==> config.mk <==
export PLATFORM = sky130hd
export DESIGN_NAME = hex_mul_seq_flat
export DESIGN_NICKNAME = d
export VERILOG_FILES = /design/src/rtl/hex_mul_pkg.sv /design/src/rtl/hex_mul_seq_if.sv /design/src/rtl/hex_pp_gen.sv /design/src/rtl/hex_mul_seq.sv /design/src/flat_wrapper.sv
export SDC_FILE = /design/constraint.sdc
export NUM_CORES = 1
export LEC_CHECK = 0
export ABC_CLOCK_PERIOD_IN_PS = 6700
export BUFFER_PORTS_ARGS = -buffer_cell sky130_fd_sc_hd__buf_2
export CAP_MARGIN = 20
export CORE_UTILIZATION = 45
export DETAILED_ROUTE_END_ITERATION = 10
export PLACE_DENSITY = 0.69
export SLEW_MARGIN = 30
export SYNTH_ARGS = -nofsm -noshare
export SYNTH_HDL_FRONTEND = slang
export SYNTH_SLANG_ARGS = --single-unit
export TNS_END_PERCENT = 30
==> constraint.sdc <==
create_clock -name clk -period 6.7 [get_ports clk]
set_input_delay 0.67 -clock clk [delete_from_list [all_inputs] [get_ports clk]]
set_output_delay 0.67 -clock clk [all_outputs]
set_load 0.02 [all_outputs]
==> src/rtl/hex_mul_pkg.sv <==
// Shared definitions for the digit-serial hex multiplier.
// Holds the digit width, the sequencing state type and a product-width helper.
package hex_mul_pkg;

    localparam int unsigned DIGIT_W = 4;

    typedef enum logic [1:0] {
        IDLE    = 2'd0,
        COMPUTE = 2'd1,
        DONE    = 2'd2
    } hex_mul_state_t;

    // Full product width for an operand of 'digits' hex digits.
    function automatic int unsigned prod_width(input int unsigned digits);
        return 2 * DIGIT_W * digits;
    endfunction

endpackage

==> src/rtl/hex_mul_seq_if.sv <==
// Operand/result handshake bundle for hex_mul_seq.
//   in_valid/in_ready  : operand acceptance (a, b)
//   out_valid/out_ready: product delivery (product)
//   busy               : block is not idle
// master = operand producer / product consumer, slave = multiplier.
interface hex_mul_seq_if
    import hex_mul_pkg::*;
#(
    parameter int unsigned DIGITS = 4
);
    localparam int unsigned OP_W   = DIGIT_W * DIGITS;
    localparam int unsigned PROD_W = prod_width(DIGITS);

    logic              in_valid;
    logic              in_ready;
    logic [OP_W-1:0]   a;
    logic [OP_W-1:0]   b;
    logic              out_valid;
    logic              out_ready;
    logic [PROD_W-1:0] product;
    logic              busy;

    modport master (
        output in_valid, a, b, out_ready,
        input  in_ready, out_valid, product, busy
    );

    modport slave (
        input  in_valid, a, b, out_ready,
        output in_ready, out_valid, product, busy
    );

endinterface

==> src/rtl/hex_pp_gen.sv <==
// Partial-product generator: multiplies digit i of a_op by digit j of b_op
// and returns the 8-bit result placed at bit 4*(i+j) of a full-width word.
//   a_op, b_op : captured operands
//   i, j       : digit indices
//   pp         : shifted partial product, product width
module hex_pp_gen
    import hex_mul_pkg::*;
#(
    parameter int unsigned DIGITS = 4,
    parameter int unsigned IDX_W  = 2
) (
    input  logic [DIGIT_W*DIGITS-1:0]     a_op,
    input  logic [DIGIT_W*DIGITS-1:0]     b_op,
    input  logic [IDX_W-1:0]              i,
    input  logic [IDX_W-1:0]              j,
    output logic [prod_width(DIGITS)-1:0] pp
);
    localparam int unsigned PP_W   = 2 * DIGIT_W;
    localparam int unsigned PROD_W = prod_width(DIGITS);

    logic [DIGIT_W-1:0] a_dig;
    logic [DIGIT_W-1:0] b_dig;
    logic [PP_W-1:0]    pp8;

    // Digit select by right shift keeps the index fully variable.
    assign a_dig = DIGIT_W'(a_op >> (DIGIT_W * 32'(i)));
    assign b_dig = DIGIT_W'(b_op >> (DIGIT_W * 32'(j)));

    // Operands widened first so the 4x4 product keeps all 8 bits.
    assign pp8 = PP_W'(a_dig) * PP_W'(b_dig);

    // Widen before shifting: the top digit pair lands in the top byte.
    assign pp = PROD_W'(pp8) << (DIGIT_W * (32'(i) + 32'(j)));

endmodule

==> src/rtl/hex_mul_seq.sv <==
// Digit-serial unsigned hex multiplier. One 4x4 partial product per cycle is
// accumulated over DIGITS^2 cycles, with valid/ready handshakes on both sides.
//   clk, rst : clock, synchronous active-high reset
//   bus      : hex_mul_seq_if slave (in_valid/in_ready/a/b,
//              out_valid/out_ready/product, busy)
module hex_mul_seq
    import hex_mul_pkg::*;
#(
    parameter int unsigned DIGITS = 4
) (
    input  logic         clk,
    input  logic         rst,
    hex_mul_seq_if.slave bus
);
    localparam int unsigned OP_W   = DIGIT_W * DIGITS;
    localparam int unsigned PROD_W = prod_width(DIGITS);
    localparam int unsigned IDX_W  = (DIGITS > 1) ? $clog2(DIGITS) : 1;
    localparam logic [IDX_W-1:0] LAST_IDX = IDX_W'(DIGITS - 1);

    hex_mul_state_t    state;
    logic [OP_W-1:0]   a_q;
    logic [OP_W-1:0]   b_q;
    logic [IDX_W-1:0]  i_q;
    logic [IDX_W-1:0]  j_q;
    logic [PROD_W-1:0] acc;
    logic              out_valid_q;
    logic [PROD_W-1:0] pp;

    hex_pp_gen #(
        .DIGITS (DIGITS),
        .IDX_W  (IDX_W)
    ) u_pp_gen (
        .a_op (a_q),
        .b_op (b_q),
        .i    (i_q),
        .j    (j_q),
        .pp   (pp)
    );

    // Sequencer: capture, DIGITS^2 accumulate steps, then hold until consumed.
    always_ff @(posedge clk) begin
        if (rst) begin
            state       <= IDLE;
            a_q         <= '0;
            b_q         <= '0;
            i_q         <= '0;
            j_q         <= '0;
            acc         <= '0;
            out_valid_q <= 1'b0;
        end else begin
            case (state)
                IDLE: begin
                    if (bus.in_valid) begin
                        a_q   <= bus.a;
                        b_q   <= bus.b;
                        i_q   <= '0;
                        j_q   <= '0;
                        acc   <= '0;
                        state <= COMPUTE;
                    end
                end
                COMPUTE: begin
                    acc <= acc + pp;
                    if (j_q == LAST_IDX) begin
                        j_q <= '0;
                        if (i_q == LAST_IDX) begin
                            i_q         <= '0;
                            out_valid_q <= 1'b1;
                            state       <= DONE;
                        end else begin
                            i_q <= i_q + 1'b1;
                        end
                    end else begin
                        j_q <= j_q + 1'b1;
                    end
                end
                DONE: begin
                    // Product stays in acc until the next acceptance clears it.
                    if (bus.out_ready) begin
                        out_valid_q <= 1'b0;
                        state       <= IDLE;
                    end
                end
                default: begin
                    state <= IDLE;
                end
            endcase
        end
    end

    // Ready drops combinationally with rst so nothing is accepted during reset.
    assign bus.in_ready  = (state == IDLE) && !rst;
    assign bus.busy      = (state != IDLE);
    assign bus.out_valid = out_valid_q;
    assign bus.product   = acc;

endmodule

==> src/flat_wrapper.sv <==
// flat-port wrapper written by rule: the top's interface ports become plain ports
module hex_mul_seq_flat import hex_mul_pkg::*;
#(
    parameter int unsigned DIGITS = 4
)
  (clk, rst, bus_in_valid, bus_a, bus_b, bus_out_ready, bus_in_ready, bus_out_valid, bus_product, bus_busy);
  hex_mul_seq_if #(.DIGITS(DIGITS)) bus_i ();
  input  logic clk;
  input  logic rst;
  input wire logic [$bits(bus_i.in_valid)-1:0] bus_in_valid;
  input wire logic [$bits(bus_i.a)-1:0] bus_a;
  input wire logic [$bits(bus_i.b)-1:0] bus_b;
  input wire logic [$bits(bus_i.out_ready)-1:0] bus_out_ready;
  output wire logic [$bits(bus_i.in_ready)-1:0] bus_in_ready;
  output wire logic [$bits(bus_i.out_valid)-1:0] bus_out_valid;
  output wire logic [$bits(bus_i.product)-1:0] bus_product;
  output wire logic [$bits(bus_i.busy)-1:0] bus_busy;
  assign bus_i.in_valid = bus_in_valid;
  assign bus_i.a = bus_a;
  assign bus_i.b = bus_b;
  assign bus_i.out_ready = bus_out_ready;
  assign bus_in_ready = bus_i.in_ready;
  assign bus_out_valid = bus_i.out_valid;
  assign bus_product = bus_i.product;
  assign bus_busy = bus_i.busy;
  hex_mul_seq #(.DIGITS(DIGITS)) u_core (.clk(clk), .rst(rst), .bus(bus_i));
endmodule
==> results.toml <==
[power_and_ir_drop]
power_density_nw_per_um2 = 157.4
finalPower_w = 0.0008760
leakagePower_nw = 2.615
peakVddDrop_uv = 86.98

[sta]
final_hold_viol_count = 0
worst_pin_slew_ns = 0.8182
setup_tns_ns = 0
slew_headroom_pct = 45.25
setup_violations = 0
timing.final.crit_period_ns = 6.226
rsz0062_at_grt = "no"
finClkSkew_ns = 0.01218
hold_ws_ns = 0.4606
max_freq_ghz = 0.1606
drv_slew = 0
finalCritPeriodShare_pct = 92.92

[cts]
cts_hold_buf = 0
post_cts_buffers = 0
cts_buffers = 9
cts.sinks = 71
cts_root_buf = "clkbuf_8"
clk_latency_ns = 0.37
clk_pin_slew_ns = 0.09
cts_tree = "yes"
cts_htree_levels = 3
clockBufferDepth = 2
cts-resized-gates = 0

[yosys]
syn_area_um2 = 4921
synth-seq-cells = 71
seq_area_frac_synth_pct = 28.88
synthTopCellsByArea = "dfxtp_1 29%, ha_1 12%, a21oi_1 8.0%"
ys_types = 54
netlist_instances = 617
synth_top_cell_by_area = "dfxtp_1"
postSynthAreaPerCell_um2 = 7.976
synth_nets = 705
synth-edff-count = 0
ys.warnings.count = 0
async_flop_share_pct = 0
synth_top_cell_area_share_pct = 28.88
synth-main-ff-cell = "dfxtp_1"

[global_routing]
grt_max_degree = 67
grt_pass1_vias = 4311
grt_pass1_wl_um = 20290
antenna_found_initial = 0
track_usage_pct = 22.49
grt_overflow = 0

[routing]
drt_first_pass_iters = 5
drtIter0Drc = 262
drt-vias-per-instance = 5.721
wl_per_cell_um = 15.48
detail-route-antenna-nets = 0
vias = 4657
wl_um = 12600
post-route-drc-count = 0

[cells_and_area]
seqCellArea_um2 = 1421
multi_input_area_um2 = 3343
layout-drive-gt1-share_pct = 16.52
fillers = 1042
final_cell_area_um2 = 5565
area_growth_pct = 13.09
fin_nets = 761
num_antenna_cells = 0
post-route-util_pct = 53.19

[critical_path]
cp.required_ns = 6.99
cp.arrival_ns = 6.52
reg2reg_depth = 23
end_kind = "flip-flop"
r2r-end = "u_core.bus.product[31]"
worstSetupPathType = "flip-flop to flip-flop"
worstPathMaxFanout = 7
crit_path_start_kind = "flip-flop"
r2r_slack_ns = 0.47
rr_startpoint = "u_core.i_q[1]"

[floorplanning]
core_area_um2 = 10460
rows = 37
dieArea_um2 = 11360
initial_utilization_pct = 47.03
die_y_um = 106.6
io_pins = 71
die_x_um = 106.6

[hold_path]
worstHoldPathType = "flip-flop to flip-flop"
holdPathStages = 2
hold_path_end = "u_core.a_q[6]"
min_from = "u_core.a_q[6]"

[flow_run]
cap_violations = 0

[placed_design]
place_congestion = 0.9242
io_buffers = 70
place_area_um2 = 5376
dp.final_hpwl_um = 9378

[status]
status = "finished clean"
[flip-flops by register name, summed over array words and instances (netlist names)]
register and count:
u_core.state 2, u_core.b_q 16, u_core.bus.out_valid 1, u_core.a_q 16, u_core.j_q 2, u_core.bus.product 32, u_core.i_q 2
[kinds of logic after synthesis]
group / count (synthesis) / synth area share [%]
buffers and inverters: 46 / 3.509
AO/OA/AOI/OAI: 173 / 22.93
XOR/XNOR: 29 / 5.161
AND/OR/NAND/NOR: 236 / 21.31
adder cells (fa/ha/maj): 52 / 14.14
multiplexers: 10 / 4.068
flip-flops: 71 / 28.88
[layout make-up]
cell class / count / share of cell area, %
clock buffers: 9 / 2.226
clock inverters: 7 / 1.057
inverters: 16 / 1.079
multi-input cells: 500 / 60.07
flip-flops and latches: 71 / 25.54
well taps: 136 / 3.058
repair buffers: 75 / 6.969
[cell usage after synthesis (3+ instances only)]
cell type,number
a21o_1,20
and2_1,15
nor3_1,10
clkbuf_1,26
fa_1,6
nor2_1,56
nand2b_1,8
or2_2,3
o21ai_1,4
buf_1,4
a21oi_1,79
a32oi_1,3
a31oi_1,10
xor2_1,12
nand3_1,21
a211oi_1,4
o21ai_0,7
inv_1,16
a22oi_1,5
o22ai_1,3
dfxtp_1,71
o21bai_1,5
o32ai_1,3
mux4_2,8
and3_1,3
nor2b_1,8
a211o_1,3
o21a_1,3
ha_1,46
a22o_1,8
nand2_1,103
xnor2_1,17
[metrics by stage]
| step | cells | worst slack [ns] |
|---|---|---|
| 3_3_place_gp | 798 | 0.7092 |
| 4_1_cts | 814 | 0.4022 |
| 3_5_place_dp | 798 | 0.4613 |
| 6_report | 814 | 0.4745 |
| 5_1_grt | 814 | 0.04889 |
| 2_1_floorplan | 617 | 0.9454 |
[critical path, stage by stage (launching register included)]
cell      delay [ns]
dfxtp_1         0.56
mux4_2          0.62
nand2_1         0.12
fa_1            0.41
inv_1           0.10
fa_1            0.42
ha_1            0.31
a21o_1          0.17
a21oi_1         0.21
nor2b_1         0.08
o21ai_1         0.16
nand3_1         0.15
a31oi_2         0.36
nor2_1          0.08
ha_1            0.34
and2_1          0.21
and3_1          0.20
and4_4          0.21
a221oi_2        0.25
nand2_1         0.15
o311ai_2        0.35
a211oi_1        0.14
or4_1           0.41
a21oi_1         0.15
[where the power goes]
| part | total, W | leakage [nW] | switching [W] | internal, W |
|---|---|---|---|---|
| clock | 0.000336 | 0.0877 | 0.000195 | 0.000141 |
| combinational | 0.0000957 | 1.95 | 0.0000620 | 0.0000337 |
| sequential | 0.000444 | 0.577 | 0.00000964 | 0.000434 |
| total | 0.000876 | 2.61 | 0.000267 | 0.000609 |
[placed cells by master, fill, tap and decap left out, types with 15 or more instances in the layout]
master and count:
a21o_1 20, a21oi_1 79, and2_1 15, buf_2 70, dfxtp_1 71, ha_1 46, inv_1 16, nand2_1 103
nand3_1 21, nor2_1 56, xnor2_1 17
[layer usage]
metal | vias up | routed length [um] | track usage, %
li1 | 2303 | - | -
met1 | 2223 | 5806 | 29.16
met2 | 112 | 5944 | 35.90
met3 | 19 | 594 | 5.410
met4 | 0 | 257 | 9.002
met5 | - | 0 | 0
[worst max path at each step]
stage	startpoint	to	slack [ns]	depth (start not counted)
global placement	u_core.i_q[1]	u_core.bus.product[31]	0.71	23
finish	u_core.i_q[1]	u_core.bus.product[31]	0.47	23
floorplan	u_core.j_q[0]	u_core.bus.product[31]	0.95	24
CTS	u_core.i_q[1]	u_core.bus.product[31]	0.40	23
global route	u_core.i_q[1]	u_core.bus.product[31]	0.05	23
detailed placement	u_core.i_q[1]	u_core.bus.product[31]	0.46	23
Power figures use the tool's default switching activity.
